<file path="src/rtl/control_sequencer_if.sv">
// Bus bundle between the instruction decoder and the datapath strobes of the 8-bit CPU.
// The master modport drives run/IR/flags; the slave modport (the sequencer) drives the strobes.
interface control_sequencer_if #(
   parameter int ADDR_W = 4
);
   logic              run;
   logic [3:0]        ir_opcode;
   logic [ADDR_W-1:0] ir_operand;
   logic              flag_c;
   logic              flag_z;
   logic              pc_en;
   logic              pc_jmp;
   logic [ADDR_W-1:0] pc_jmploc;
   logic              pc_oe;
   logic              ram_oe;
   logic              ir_oe;
   logic              a_oe;
   logic              alu_oe;
   logic              mar_ld;
   logic              ir_ld;
   logic              a_ld;
   logic              b_ld;
   logic              out_ld;
   logic              flag_ld;
   logic              ram_we;
   logic              alu_sub;
   logic [2:0]        tstate;
   logic              halted;

   modport master (
      output run, ir_opcode, ir_operand, flag_c, flag_z,
      input  pc_en, pc_jmp, pc_jmploc, pc_oe, ram_oe, ir_oe, a_oe, alu_oe,
      input  mar_ld, ir_ld, a_ld, b_ld, out_ld, flag_ld, ram_we, alu_sub,
      input  tstate, halted
   );

   modport slave (
      input  run, ir_opcode, ir_operand, flag_c, flag_z,
      output pc_en, pc_jmp, pc_jmploc, pc_oe, ram_oe, ir_oe, a_oe, alu_oe,
      output mar_ld, ir_ld, a_ld, b_ld, out_ld, flag_ld, ram_we, alu_sub,
      output tstate, halted
   );
endinterface

</file>
<file path="src/rtl/control_sequencer.sv">
// Five-T-state microcode sequencer: strobes are a same-cycle decode of tstate/opcode/flags.
// run=0 freezes the T-state and blanks all strobes; HLT parks at T2 until reset.
module control_sequencer #(
   parameter int ADDR_W = 4
) (
   input  logic              clk,
   input  logic              rst,
   control_sequencer_if.slave bus
);
   localparam logic [2:0] T0 = 3'd0;
   localparam logic [2:0] T1 = 3'd1;
   localparam logic [2:0] T2 = 3'd2;
   localparam logic [2:0] T3 = 3'd3;
   localparam logic [2:0] T4 = 3'd4;

   localparam logic [3:0] OP_LDA = 4'b0001;
   localparam logic [3:0] OP_ADD = 4'b0010;
   localparam logic [3:0] OP_SUB = 4'b0011;
   localparam logic [3:0] OP_STA = 4'b0100;
   localparam logic [3:0] OP_LDI = 4'b0101;
   localparam logic [3:0] OP_JMP = 4'b0110;
   localparam logic [3:0] OP_JC  = 4'b0111;
   localparam logic [3:0] OP_JZ  = 4'b1000;
   localparam logic [3:0] OP_OUT = 4'b1110;
   localparam logic [3:0] OP_HLT = 4'b1111;

   logic [2:0] tstate;
   logic       halted;
   logic       active;

   always_ff @(posedge clk) begin
      if (!rst) begin
         tstate <= T0;
         halted <= 1'b0;
      end else if (bus.run && !halted) begin
         // HLT parks the counter at T2 instead of advancing.
         if (tstate == T2 && bus.ir_opcode == OP_HLT) begin
            halted <= 1'b1;
         end else begin
            tstate <= (tstate == T4) ? T0 : tstate + 3'd1;
         end
      end
   end

   assign active     = rst && bus.run && !halted;
   assign bus.tstate = tstate;
   assign bus.halted = halted;
   assign bus.pc_jmploc = bus.pc_jmp ? bus.ir_operand : '0;

   always_comb begin
      bus.pc_en   = 1'b0;
      bus.pc_jmp  = 1'b0;
      bus.pc_oe   = 1'b0;
      bus.ram_oe  = 1'b0;
      bus.ir_oe   = 1'b0;
      bus.a_oe    = 1'b0;
      bus.alu_oe  = 1'b0;
      bus.mar_ld  = 1'b0;
      bus.ir_ld   = 1'b0;
      bus.a_ld    = 1'b0;
      bus.b_ld    = 1'b0;
      bus.out_ld  = 1'b0;
      bus.flag_ld = 1'b0;
      bus.ram_we  = 1'b0;
      bus.alu_sub = 1'b0;
      if (active) begin
         case (tstate)
            T0: begin
               bus.pc_oe  = 1'b1;
               bus.mar_ld = 1'b1;
            end
            T1: begin
               bus.ram_oe = 1'b1;
               bus.ir_ld  = 1'b1;
               bus.pc_en  = 1'b1;
            end
            T2: begin
               case (bus.ir_opcode)
                  OP_LDA, OP_ADD, OP_SUB, OP_STA: begin
                     bus.ir_oe  = 1'b1;
                     bus.mar_ld = 1'b1;
                  end
                  OP_LDI: begin
                     bus.ir_oe = 1'b1;
                     bus.a_ld  = 1'b1;
                  end
                  OP_JMP: bus.pc_jmp = 1'b1;
                  OP_JC:  bus.pc_jmp = bus.flag_c;
                  OP_JZ:  bus.pc_jmp = bus.flag_z;
                  OP_OUT: begin
                     bus.a_oe   = 1'b1;
                     bus.out_ld = 1'b1;
                  end
                  default: ;
               endcase
            end
            T3: begin
               case (bus.ir_opcode)
                  OP_LDA: begin
                     bus.ram_oe = 1'b1;
                     bus.a_ld   = 1'b1;
                  end
                  OP_ADD, OP_SUB: begin
                     bus.ram_oe  = 1'b1;
                     bus.b_ld    = 1'b1;
                     bus.alu_sub = (bus.ir_opcode == OP_SUB);
                  end
                  OP_STA: begin
                     bus.a_oe   = 1'b1;
                     bus.ram_we = 1'b1;
                  end
                  default: ;
               endcase
            end
            T4: begin
               if (bus.ir_opcode == OP_ADD || bus.ir_opcode == OP_SUB) begin
                  bus.alu_oe  = 1'b1;
                  bus.a_ld    = 1'b1;
                  bus.flag_ld = 1'b1;
                  bus.alu_sub = (bus.ir_opcode == OP_SUB);
               end
            end
            default: ;
         endcase
      end
   end
endmodule
</file>
<file path="src/flat_wrapper.sv">
// flat-port wrapper written by rule: the top's interface ports become plain ports
module control_sequencer_flat 
#(
   parameter int ADDR_W = 4
)
  (clk, rst, bus_run, bus_ir_opcode, bus_ir_operand, bus_flag_c, bus_flag_z, bus_pc_en, bus_pc_jmp, bus_pc_jmploc, bus_pc_oe, bus_ram_oe, bus_ir_oe, bus_a_oe, bus_alu_oe, bus_mar_ld, bus_ir_ld, bus_a_ld, bus_b_ld, bus_out_ld, bus_flag_ld, bus_ram_we, bus_alu_sub, bus_tstate, bus_halted);
  control_sequencer_if #(.ADDR_W(ADDR_W)) bus_i ();
  input  logic clk;
  input  logic rst;
  input wire logic [$bits(bus_i.run)-1:0] bus_run;
  input wire logic [$bits(bus_i.ir_opcode)-1:0] bus_ir_opcode;
  input wire logic [$bits(bus_i.ir_operand)-1:0] bus_ir_operand;
  input wire logic [$bits(bus_i.flag_c)-1:0] bus_flag_c;
  input wire logic [$bits(bus_i.flag_z)-1:0] bus_flag_z;
  output wire logic [$bits(bus_i.pc_en)-1:0] bus_pc_en;
  output wire logic [$bits(bus_i.pc_jmp)-1:0] bus_pc_jmp;
  output wire logic [$bits(bus_i.pc_jmploc)-1:0] bus_pc_jmploc;
  output wire logic [$bits(bus_i.pc_oe)-1:0] bus_pc_oe;
  output wire logic [$bits(bus_i.ram_oe)-1:0] bus_ram_oe;
  output wire logic [$bits(bus_i.ir_oe)-1:0] bus_ir_oe;
  output wire logic [$bits(bus_i.a_oe)-1:0] bus_a_oe;
  output wire logic [$bits(bus_i.alu_oe)-1:0] bus_alu_oe;
  output wire logic [$bits(bus_i.mar_ld)-1:0] bus_mar_ld;
  output wire logic [$bits(bus_i.ir_ld)-1:0] bus_ir_ld;
  output wire logic [$bits(bus_i.a_ld)-1:0] bus_a_ld;
  output wire logic [$bits(bus_i.b_ld)-1:0] bus_b_ld;
  output wire logic [$bits(bus_i.out_ld)-1:0] bus_out_ld;
  output wire logic [$bits(bus_i.flag_ld)-1:0] bus_flag_ld;
  output wire logic [$bits(bus_i.ram_we)-1:0] bus_ram_we;
  output wire logic [$bits(bus_i.alu_sub)-1:0] bus_alu_sub;
  output wire logic [$bits(bus_i.tstate)-1:0] bus_tstate;
  output wire logic [$bits(bus_i.halted)-1:0] bus_halted;
  assign bus_i.run = bus_run;
  assign bus_i.ir_opcode = bus_ir_opcode;
  assign bus_i.ir_operand = bus_ir_operand;
  assign bus_i.flag_c = bus_flag_c;
  assign bus_i.flag_z = bus_flag_z;
  assign bus_pc_en = bus_i.pc_en;
  assign bus_pc_jmp = bus_i.pc_jmp;
  assign bus_pc_jmploc = bus_i.pc_jmploc;
  assign bus_pc_oe = bus_i.pc_oe;
  assign bus_ram_oe = bus_i.ram_oe;
  assign bus_ir_oe = bus_i.ir_oe;
  assign bus_a_oe = bus_i.a_oe;
  assign bus_alu_oe = bus_i.alu_oe;
  assign bus_mar_ld = bus_i.mar_ld;
  assign bus_ir_ld = bus_i.ir_ld;
  assign bus_a_ld = bus_i.a_ld;
  assign bus_b_ld = bus_i.b_ld;
  assign bus_out_ld = bus_i.out_ld;
  assign bus_flag_ld = bus_i.flag_ld;
  assign bus_ram_we = bus_i.ram_we;
  assign bus_alu_sub = bus_i.alu_sub;
  assign bus_tstate = bus_i.tstate;
  assign bus_halted = bus_i.halted;
  control_sequencer #(.ADDR_W(ADDR_W)) u_core (.clk(clk), .rst(rst), .bus(bus_i));
endmodule
</file>
<file path="config.mk">
export PLATFORM = sky130hd
export DESIGN_NAME = control_sequencer_flat
export DESIGN_NICKNAME = d
export VERILOG_FILES = /design/src/rtl/control_sequencer_if.sv /design/src/rtl/control_sequencer.sv /design/src/flat_wrapper.sv
export SDC_FILE = /design/constraint.sdc
export NUM_CORES = 1
export LEC_CHECK = 0
export ABC_CLOCK_PERIOD_IN_PS = 1600
export BUFFER_PORTS_ARGS = -buffer_cell sky130_fd_sc_hd__buf_2
export CAP_MARGIN = 40
export CORE_MARGIN = 3
export CORE_UTILIZATION = 43
export CTS_CLUSTER_SIZE = 14
export DETAILED_ROUTE_END_ITERATION = 16
export GPL_TIMING_DRIVEN = 1
export PLACE_DENSITY_LB_ADDON = 0.15
export SLEW_MARGIN = 20
export SYNTH_ARGS = -nofsm -noshare
export SYNTH_HDL_FRONTEND = slang
export SYNTH_SLANG_ARGS = --single-unit
</file>
<file path="constraint.sdc">
create_clock -name clk -period 1.6 [get_ports clk]
set_input_delay 0 -clock clk [delete_from_list [all_inputs] [get_ports clk]]
set_output_delay 0 -clock clk [all_outputs]
set_load 0.01 [all_outputs]
</file>
-- Yosys cells after proc, flatten, opt, wreduce, memory -nomap -nowiden
Cells that the tools add are included.
- add/subtract/negate cells: 1
- equal/unequal tests: 14
- multiplexer cells: 40
- bitwise operators: 1
- reduce and logical (&&, ||, !) cells: 13
- operators by type and width (operator ; count):
    1-bit two-way mux ; 32
    4-bit by 3-bit equality test with 1-bit output, second input constant ; 4
    4-bit equality test, second input constant ; 3
    4-bit by 2-bit equality test with 1-bit output, second input constant ; 2
    1-bit case mux with 2 select lines ; 4
    3-bit by 2-bit equality test with 1-bit output, second input constant ; 2
    1-bit case mux with 3 select lines ; 2
    5-bit OR reduction ; 1
    4-bit by 1-bit equality test with 1-bit output, second input constant ; 1
    1-bit logical AND ; 4
    4-bit two-way mux ; 1
    2-bit AND reduction ; 2
    4-bit OR reduction ; 1
    3-bit by 1-bit adder with 3-bit output, second input constant ; 1
    3-bit by 1-bit equality test with 1-bit output, second input constant ; 1
    3-bit equality test, second input constant ; 1
    3-bit logical NOT ; 1
    3-bit two-way mux ; 1
    3-bit OR reduction ; 1
    2-bit OR reduction ; 1
    1-bit logical NOT ; 1
    1-bit logical OR ; 1
    1-bit NOT ; 1
- register bits after elaboration: 4
- output and inout port bits: 23
- word-level logic and storage cells: 71

-- Depth between registers and ports, before layout
Gate-level depths: netlist (run 1).
- word-level depth: 5
- gate-level depth with buffers: 6
- mapped depth without buffers: 5

-- Worst setup path before layout (run 1)
Ideal clock, no wire load.
- path kind: register to register
- from: reg u_core.tstate[0], in the netlist u_core.bus.tstate[0]
- to: reg u_core.tstate[0], in the netlist u_core.bus.tstate[0]
- setup time: 0.072 ns
- data arrival time: 1.420 ns
- required time: 1.528 ns
- path slack: 0.109 ns
- cell stages (with the launch flop): 6
- path buffers: 0
- clock period less this slack: 1.491 ns
- cells stage by stage: dfxtp_1 -> inv_1 -> ha_1 -> nor2b_4 -> a311oi_4 -> mux2i_1
- word-level cells in the longest chain between the ends: 4
- elaborated cells on any way between the ends: 7
- ends and longest elaborated chain (what ; line ; text):
    start: declaration ; control_sequencer.sv:27 ; logic [2:0] tstate;
    start signal: assignment ; control_sequencer.sv:40 ; tstate <= (tstate == T4) ? T0 : tstate + 3'd1;
    branches (longest 4 deep; another with 3-bit by 1-bit adder with 3-bit output) ; -- ;
Parallel ways; which one is timed is not known.
A chain may end at the register's enable or synchronous reset.

-- Worst setup path after layout (run 1)
- from: reg u_core.tstate[0], in the netlist u_core.bus.tstate[0]
- to: out bus_a_ld
- word-level cells in the longest chain between the ends: 3
- elaborated cells on any way between the ends: 5
- ends and longest elaborated chain (what ; line ; text):
    3-bit equality test or 3-bit by 2-bit equality test with 1-bit output (tied branches) ; control_sequencer.sv:67 ; case (tstate)
    1-bit case mux with 3 select lines (*) ; control_sequencer.sv:67 ;
    1-bit two-way mux (*) ; control_sequencer.sv:66 ; if (active) begin
    end: declaration ; flat_wrapper.sv:25 ; output wire logic [$bits(bus_i.a_ld)-1:0] bus_a_ld;
Mark *: on every way between the ends. The rest lies on a longest branch, timed or not.

==> flow_metrics.env, run 1 <==
export IMPL_synth_edf_count=0
export IMPL_synth_seq_cells=4
export IMPL_io_pins=36
export IMPL_max_slew_worst_pin_slew_ps=426.7
export IMPL_ys_seq_area_frac=0.1238
export IMPL_wirelength_um=1961
export IMPL_status="finished, violations left"
export IMPL_utilization=0.7349
export IMPL_cts_htree_levels=1
export IMPL_start_util=0.4791
export IMPL_final_net_count=139
export IMPL_first_global_vias=679
export IMPL_grt_use_total=0.1809
export IMPL_synth_largest_area_cell="dfxtp_1"
export IMPL_drc_errors=0
export IMPL_grt_first_pass_wirelength_um=2739
export IMPL_die_area_um2=2006
export IMPL_drive_above_1_share=0.6218
export IMPL_slew_violations=0
export IMPL_period_share=1.027
export IMPL_holdBufCountCts=0
export IMPL_core_area_um2=1350
export IMPL_dp_cells=125
export IMPL_numCtsBuffers=3
export IMPL_synth_area_top_cells="dfxtp_1, ha_1, nor3b_2"
export IMPL_cts_path_max_buffers=2
export IMPL_maxSlewHeadroom=0.7145
export IMPL_cp_start_kind="flip-flop"
export IMPL_fin_crit_ps=1644
export IMPL_dieWidth_um=44.79
export IMPL_drtPass1Iterations=4
export IMPL_critPathMaxFanout=5
export IMPL_syn_area_um2=646.9
export IMPL_setup_viol=1
export IMPL_die_h_um=44.79
export IMPL_violations="negative setup slack"
export IMPL_critPathRequiredTime_ps=1600
export IMPL_fmax_ghz=0.6083
export IMPL_syn_to_final_growth_pct=53.39
export IMPL_grt_setup_unrepaired="true"
export IMPL_max_cap_violations=0
export IMPL_skew_ps=5.993
export IMPL_path_class="flip-flop to primary output"
export IMPL_critPathCaptureType="primary output"
export IMPL_synth_distinct_cells=34
export IMPL_rows=13
export IMPL_cp_arrival_ps=1640
export IMPL_yosys_warnings=0
export IMPL_finalNonFillerCells=134
export IMPL_min_path_type="input pin to flip-flop"
export IMPL_fin_ws_ps=-43.99
export IMPL_cts_sinks=4
export IMPL_synth_fp_nets=98
export IMPL_synth_ff_type="dfxtp_1"
export IMPL_antenna_left=0
export IMPL_synth_common_cells="inv_1, nor2_1"
export IMPL_async_reset_ff_frac=0
export IMPL_gp_congestion=0.8168
export IMPL_clock_latency_ps=230
export IMPL_grt_max_degree=13
export IMPL_antenna_found_initial=0
export IMPL_vdd_drop_max_uv=403.4
export IMPL_syn_area_per_cell_um2=8.086
export IMPL_antennaDiodeCount=0
export IMPL_p_leak_nw=0.4493
export IMPL_hold_viol_final=0
export IMPL_pwr_density_cell_nw_per_um2=441.7
export IMPL_vias_per_cell=5.552
export IMPL_routedWlPerCell_um=14.63
export IMPL_first_iter_violations=12
export IMPL_cts_root_buf="clkbuf_4"
export IMPL_synth_top_area_frac=0.1238
export IMPL_clkSlewWorstSetupHoldPaths_ps=40
export IMPL_num_vias=744
export IMPL_syn_inst=80
export IMPL_dp_hpwl_um=1335
export IMPL_port_buffers=35
export IMPL_grt_ovfl_total=0
export IMPL_cts_tree="yes"
==> sequential cells by signal, summed over array words and instances (netlist names) <==
signal / cells
u_core.bus.tstate: 3
u_core.bus.halted: 1
==> through the flow <==
step	power, W	hold slack [ps]	setup WS, ps	instance area [um^2]	TNS, ps
2_1_floorplan	0.0002130	125.5	108.8	646.9	0
3_3_place_gp	0.0002568	328.3	111.4	815.8	0
3_5_place_dp	0.0002596	338.5	14.61	815.8	0
4_1_cts	0.0004034	81.19	9.778	884.6	0
5_1_grt	0.0004708	111.7	-106.3	992.2	-288.2
6_report	0.0004382	90.05	-43.99	992.2	-43.99
==> repair_timing <==
action / 4_1_cts / 5_1_grt
buffers inserted: 3 / 4
pin swaps: 2 / 5
gates resized for setup: 11 / 15
endpoints found under the setup margin: 10 / 11
==> power by group <==
| group | switching [W] | total (W) | internal, W |
|---|---|---|---|
| Sequential | 0.0000141 | 0.000121 | 0.000107 |
| Combinational | 0.000103 | 0.000196 | 0.0000929 |
| Clock | 0.0000382 | 0.000122 | 0.0000836 |
| Total | 0.000155 | 0.000438 | 0.000283 |
==> critical path, cell delays in order (launching register included) <==
cell and delay (ps):
dfxtp_4 370, inv_6 90, ha_4 130, nor2b_4 150, buf_4 150, a22oi_2 90
a2111oi_2 240, buf_2 190
==> worst paths after layout <==
kind | cells after the start | end | start | slack (ps)
min reg2reg | 2 | u_core.bus.tstate[2] | u_core.bus.tstate[2] | 520
max | 7 | bus_a_ld | u_core.bus.tstate[0] | -40
max reg2reg | 6 | u_core.bus.tstate[2] | u_core.bus.tstate[0] | 30
min | 3 | u_core.bus.tstate[1] | rst | 90
==> layout by cell type (no fill, tap or decap), types with 4 or more instances in the layout <==
cell type,netlist,routed
inv_1,6,4
nand3_1,5,5
ha_4,0,4
buf_4,2,7
nor2_1,6,6
nor3b_2,4,4
buf_2,5,35
nand2_1,5,4
==> final cells by class <==
| class | instances | area, um^2 |
|---|---|---|
| tap | 15 | 18.77 |
| fill | 107 | 357.8 |
| clock buffer | 3 | 22.52 |
| inverter | 6 | 27.53 |
| timing repair buffer | 43 | 239.0 |
| multi-input combinational | 63 | 595.6 |
| sequential | 4 | 88.84 |
==> cells by family (layout without fill, tap and decap cells) <==
| kind of cell | Yosys count | in the layout | share of synthesized area |
|---|---|---|---|
| simple gates | 41 | 41 | 0.4352 |
| fa+ha+maj | 5 | 5 | 0.09671 |
| flops | 4 | 4 | 0.1238 |
| buf+inv | 13 | 52 | 0.09670 |
| compound gates | 14 | 14 | 0.2012 |
| mux | 3 | 3 | 0.04642 |
==> routing by layer <==
metal  global-route usage  part of all wire  vias up
met5                    0                 0        -
met4              0.07018            0.0097        0
met3              0.02789             0.070        2
met2               0.3209              0.49       26
met1               0.2163              0.43      344
li1                     -                 -      372
(Power assumes the default switching activity.)
==> run 2: changes to the inputs <==
--- a/config.mk
+++ b/config.mk
@@ -5,11 +5,11 @@
 export SDC_FILE = /design/constraint.sdc
 export NUM_CORES = 1
 export LEC_CHECK = 0
-export ABC_CLOCK_PERIOD_IN_PS = 1600
+export ABC_CLOCK_PERIOD_IN_PS = 2000
 export BUFFER_PORTS_ARGS = -buffer_cell sky130_fd_sc_hd__buf_2
 export CAP_MARGIN = 40
 export CORE_MARGIN = 3
-export CORE_UTILIZATION = 43
+export CORE_UTILIZATION = 46
 export CTS_CLUSTER_SIZE = 14
 export DETAILED_ROUTE_END_ITERATION = 16
 export GPL_TIMING_DRIVEN = 1
==> constraint.sdc (replaced) <==
create_clock -name clk -period 2 [get_ports clk]
set_input_delay 0 -clock clk [delete_from_list [all_inputs] [get_ports clk]]
set_output_delay 0 -clock clk [all_outputs]
set_load 0.01 [all_outputs]
==> flow_metrics.env, run 2 (same netlist as run 1, synthesis figures left out) <==
export IMPL_critPathMaxFanout=9
export IMPL_io_pins=36
export IMPL_clkSlewWorstSetupHoldPaths_ps=30
export IMPL_postCtsSetupRepairBufs=0
export IMPL_crit_path_start="u_core.bus.tstate[2]"
export IMPL_design_area_um2=822.0
export IMPL_final_cell_mix="buf_2, inv_1, nor2_1"
export IMPL_final_net_count=131
export IMPL_pwr_density_cell_nw_per_um2=361.6
export IMPL_maxSlewHeadroom=0.7398
export IMPL_placed_area_um2=799.5
export IMPL_antenna_left=0
export IMPL_critPathCaptureType="primary output"
export IMPL_slew_violations=0
export IMPL_die_h_um=43.50
export IMPL_first_global_vias=557
export IMPL_status="finished, final reports clean"
export IMPL_holdBufCountCts=0
export IMPL_drtPass1Iterations=4
export IMPL_cp_start_kind="flip-flop"
export IMPL_hold_ws_ps=97.73
export IMPL_cts_resized=0
export IMPL_syn_to_final_growth_pct=27.08
export IMPL_reg2reg_depth=5
export IMPL_cts_sinks=4
export IMPL_grt_use_total=0.1630
export IMPL_largest_reg_flops=3
export IMPL_crit_slowest_cell="dfxtp_1"
export IMPL_antenna_found_initial=0
export IMPL_endpoint="bus_a_ld"
export IMPL_core_area_um2=1216
export IMPL_vias_per_cell=5.288
export IMPL_grt_setup_unrepaired="false"
export IMPL_p_sw_frac=0.3272
export IMPL_reg_top3="u_core.bus.tstate: 3 flops, u_core.bus.halted: 1 flops"
export IMPL_fin_ws_ps=172.2
export IMPL_drive_above_1_share=0.4595
export IMPL_start_util=0.5319
export IMPL_num_vias=661
export IMPL_grt_max_degree=13
export IMPL_reg2reg_to="u_core.bus.tstate[2]"
export IMPL_grt_first_pass_wirelength_um=2435
export IMPL_gp_congestion=0.7794
export IMPL_multi_input_area_um2=504.2
export IMPL_wirelength_um=1532
export IMPL_r2r_start="u_core.bus.tstate[0]"
export IMPL_die_area_um2=1892
export IMPL_min_path_type="input pin to flip-flop"
export IMPL_crit_buf_inv=2
export IMPL_path_class="flip-flop to primary output"
export IMPL_period_share=0.9139
export IMPL_skew_ps=0.7638
export IMPL_cts_htree_levels=1
export IMPL_fmax_ghz=0.5471
export IMPL_dp_slack_ps=428.0
export IMPL_first_iter_violations=13
export IMPL_drc_errors=0
export IMPL_cts_path_max_buffers=2
export IMPL_reg2reg_setup_slack_ps=440
export IMPL_power_internal_w=0.0002000
export IMPL_critPathRequiredTime_ps=2000
export IMPL_fillers=122
export IMPL_cts_tree="yes"
export IMPL_numCtsBuffers=3
export IMPL_hold_viol_final=0
export IMPL_antennaDiodeCount=0
export IMPL_vdd_drop_max_uv=394.1
export IMPL_p_leak_nw=0.3894
export IMPL_cp_arrival_ps=1830
export IMPL_setup_viol=0
export IMPL_finalSetupTns_ps=0
export IMPL_dp_hpwl_um=1246
export IMPL_layout_commonest_cell="buf_2"
export IMPL_crit_chain="inv_1 > ha_1 > a31o_2 > a22oi_1 > a2111oi_2 > buf_2"
export IMPL_dieWidth_um=43.50
export IMPL_regArea_um2=80.08
export IMPL_grt_ovfl_total=0
export IMPL_path_depth=6
export IMPL_fin_crit_ps=1828
export IMPL_total_power_w=0.0002972
export IMPL_power_share_clock=0.316
export IMPL_top_register="u_core.bus.tstate"
export IMPL_port_buffers=35
export IMPL_switchingPower_w=0.00009726
export IMPL_cts_root_buf="clkbuf_4"
export IMPL_critPathMaxStageDelay_ps=510
export IMPL_max_slew_worst_pin_slew_ps=390.4
export IMPL_seq_power_share=0.308
export IMPL_clock_latency_ps=230
export IMPL_pwr_share_comb=0.376
export IMPL_crit_family="flip-flops"
export IMPL_rows=12
export IMPL_routedWlPerCell_um=12.26
export IMPL_max_cap_violations=0
run 2: cell types whose count changed in the layout (fill, tap and decap cells not counted), moves of 2 or more:
cell | before | now
nor4_2 | 2 | 0
ha_4 | 4 | 0
dfxtp_1 | 1 | 4
buf_4 | 7 | 0
ha_1 | 1 | 5
dfxtp_4 | 2 | 0
nor4_1 | 0 | 2
inv_1 | 4 | 6
run 2: how the worst min path moves through the flow:
stage                     startpoint                   end  slack [ps]  cells after the start
finish                           rst  u_core.bus.tstate[1]         100                      3
global route                     rst  u_core.bus.tstate[0]         120                      3
CTS                              rst  u_core.bus.tstate[1]          90                      3
detailed placement               rst  u_core.bus.tstate[1]         330                      3
global placement                 rst  u_core.bus.tstate[1]         330                      3
floorplan           bus_ir_opcode[3]             bus_ir_oe         130                      3
run 2: final cells by class:
| cell class | instances | area share |
|---|---|---|
| Clock buffer | 3 | 0.02740 |
| Inverter | 6 | 0.02740 |
| Multi-Input combinational cell | 63 | 0.6134 |
| Sequential cell | 4 | 0.09741 |
| Tap cell | 14 | 0.02131 |
| Timing Repair Buffer | 35 | 0.2131 |
run 2: stage by stage:
stage	std cells	util
after floorplan	80	-
after global placement	122	0.6574
after detailed placement	122	0.6574
after CTS	125	0.6759
after global routing	125	0.6759
final	125	0.6759
run 2: power groups by stage:
stage               Sequential, W  Combinational, W  Clock [W]
floorplan               0.0000931         0.0000773          0
global placement        0.0000924          0.000112          0
detailed placement      0.0000927          0.000112          0
CTS                     0.0000915          0.000112  0.0000984
global route            0.0000925          0.000125   0.000106
finish                  0.0000914          0.000112  0.0000939
run 2: tightest hold or removal path, cell delays in order:
cell	delay, ps
buf_2	150
nand2_1	70
mux2i_1	50
run 2: metal layers:
layer  up-vias  share of wire  wire length, um  GRT usage
li1        353              -                -          -
met1       289           0.48              733     0.2396
met2        19           0.47              723     0.2478
met3         0          0.049               75    0.02490
met4         0              0                0    0.03614
met5         -              0                0          0
==> run 3: changes to the inputs <==
--- a/config.mk
+++ b/config.mk
@@ -7,13 +7,13 @@
 export LEC_CHECK = 0
 export ABC_CLOCK_PERIOD_IN_PS = 2000
 export BUFFER_PORTS_ARGS = -buffer_cell sky130_fd_sc_hd__buf_2
-export CAP_MARGIN = 40
-export CORE_MARGIN = 3
+export CAP_MARGIN = 20
+export CORE_MARGIN = 4
 export CORE_UTILIZATION = 46
 export CTS_CLUSTER_SIZE = 14
 export DETAILED_ROUTE_END_ITERATION = 16
 export GPL_TIMING_DRIVEN = 1
-export PLACE_DENSITY_LB_ADDON = 0.15
+export PLACE_DENSITY_LB_ADDON = 0.2
 export SLEW_MARGIN = 20
 export SYNTH_ARGS = -nofsm -noshare
 export SYNTH_HDL_FRONTEND = slang
==> flow_metrics.env, run 3 (same netlist as run 1, synthesis figures left out) <==
export IMPL_cp_start_kind="flip-flop"
export IMPL_power_internal_w=0.0002002
export IMPL_pwr_share_comb=0.376
export IMPL_crit_family="compound AO/OA/AOI/OAI gates"
export IMPL_dp_slack_ps=427.0
export IMPL_pwr_density_cell_nw_per_um2=364.2
export IMPL_postCtsSetupRepairBufs=0
export IMPL_antenna_left=0
export IMPL_cts_resized=0
export IMPL_cts_htree_levels=1
export IMPL_crit_buf_inv=1
export IMPL_antennaDiodeCount=0
export IMPL_grt_use_total=0.1667
export IMPL_cts_path_max_buffers=2
export IMPL_largest_reg_flops=3
export IMPL_io_pins=36
export IMPL_min_path_type="input pin to flip-flop"
export IMPL_max_slew_worst_pin_slew_ps=338.9
export IMPL_cts_tree="yes"
export IMPL_grt_ovfl_total=0
export IMPL_path_class="flip-flop to primary output"
export IMPL_vdd_drop_max_uv=376.9
export IMPL_crit_chain="ha_1 > ha_1 > a31o_2 > a22oi_1 > a2111oi_2 > buf_2"
export IMPL_min_delay_start="rst"
export IMPL_clock_latency_ps=230
export IMPL_clkSlewWorstSetupHoldPaths_ps=40
export IMPL_gp_congestion=0.8710
export IMPL_vias_per_cell=5.579
export IMPL_dieWidth_um=45.50
export IMPL_maxSlewHeadroom=0.7737
export IMPL_start_util=0.4910
export IMPL_port_buffers=35
export IMPL_dp_hpwl_um=1302
export IMPL_die_h_um=45.50
export IMPL_grt_max_degree=13
export IMPL_critPathMaxFanout=6
export IMPL_skew_ps=3.784
export IMPL_die_area_um2=2070
export IMPL_first_global_vias=650
export IMPL_wirelength_um=1593
export IMPL_layout_commonest_cell="buf_2"
export IMPL_cts_sinks=4
export IMPL_finalSetupTns_ps=0
export IMPL_drive_above_1_share=0.4595
export IMPL_switchingPower_w=0.00009967
export IMPL_core_area_um2=1318
export IMPL_routedWlPerCell_um=12.64
export IMPL_num_vias=703
export IMPL_hold_viol_final=0
export IMPL_drtPass1Iterations=4
export IMPL_reg_top3="u_core.bus.tstate: 3 flops, u_core.bus.halted: 1 flops"
export IMPL_final_net_count=131
export IMPL_fillers=132
export IMPL_numCtsBuffers=3
export IMPL_antenna_found_initial=0
export IMPL_critPathMaxStageDelay_ps=410
export IMPL_crit_slowest_cell="dfxtp_1"
export IMPL_cpMostUsedCell="ha_1"
export IMPL_critPathRequiredTime_ps=2000
export IMPL_syn_to_final_growth_pct=27.27
export IMPL_grt_first_pass_wirelength_um=2649
export IMPL_p_sw_frac=0.3324
export IMPL_slew_violations=0
export IMPL_cp_arrival_ps=1830
export IMPL_drc_errors=0
export IMPL_critPathCaptureType="primary output"
export IMPL_setup_viol=0
export IMPL_grt_setup_unrepaired="false"
export IMPL_holdBufCountCts=0
export IMPL_final_cell_mix="buf_2, inv_1, nor2_1"
export IMPL_fin_crit_ps=1829
export IMPL_crit_path_start="u_core.bus.tstate[0]"
export IMPL_first_iter_violations=13
export IMPL_period_share=0.9145
export IMPL_status="finished, final reports clean"
export IMPL_fin_ws_ps=171.1
export IMPL_cts_root_buf="clkbuf_4"
export IMPL_power_share_clock=0.319
export IMPL_utilization=0.6249
export IMPL_rows=13
export IMPL_max_cap_violations=0
export IMPL_seq_power_share=0.306
export IMPL_fmax_ghz=0.5468
export IMPL_p_leak_nw=0.3894
export IMPL_top_register="u_core.bus.tstate"
export IMPL_r2r_start="u_core.bus.tstate[0]"
run 3: path summary, 6_finish.rpt:
check,slack (ps),to,cells after the start
hold / removal,100,u_core.bus.tstate[2],3
hold reg to reg,510,u_core.bus.tstate[1],2
setup reg to reg,400,u_core.bus.tstate[0],5
setup / recovery,170,bus_a_ld,6
run 3: power groups by stage:
stage	Sequential (W)	Combinational (W)	Clock, W
after floorplan	0.0000931	0.0000773	0
after global placement	0.0000923	0.000111	0
after detailed placement	0.0000928	0.000112	0
after CTS	0.0000916	0.000112	0.0000983
after global routing	0.0000925	0.000126	0.000112
final	0.0000917	0.000113	0.0000955
run 3: layout make-up:
class | count | area, um^2 | area share
inverter | 6 | 22.52 | 0.02736
multi-input combinational | 63 | 504.2 | 0.6125
timing repair buffer | 35 | 175.2 | 0.2128
clock buffer | 3 | 22.52 | 0.02736
tap | 15 | 18.77 | 0.02280
sequential | 4 | 80.08 | 0.09726
run 3: stage by stage:
| stage | power, W | std cells | hold slack, ps | instance area [um^2] |
|---|---|---|---|---|
| global placement | 0.0002031 | 123 | 326.9 | 800.8 |
| detailed placement | 0.0002047 | 123 | 336.5 | 800.8 |
| CTS | 0.0003022 | 126 | 94.80 | 823.3 |
| finish | 0.0002998 | 126 | 100.2 | 823.3 |
| global route | 0.0003312 | 126 | 97.74 | 823.3 |
| floorplan | 0.0001704 | 80 | 125.5 | 646.9 |
run 3: layer usage:
layer	vias to the layer above	track usage	part of all wire
li1	354	-	-
met1	323	0.2005	0.42
met2	26	0.2897	0.49
met3	0	0.02372	0.090
met4	0	0.07018	0
met5	-	0	0
run 3: worst register-to-register path, stage by stage, from the launching register on:
cell and delay, ps:
dfxtp_1 410, inv_1 130, ha_1 240, nor2b_4 160
a311oi_4 370, mux2i_1 220
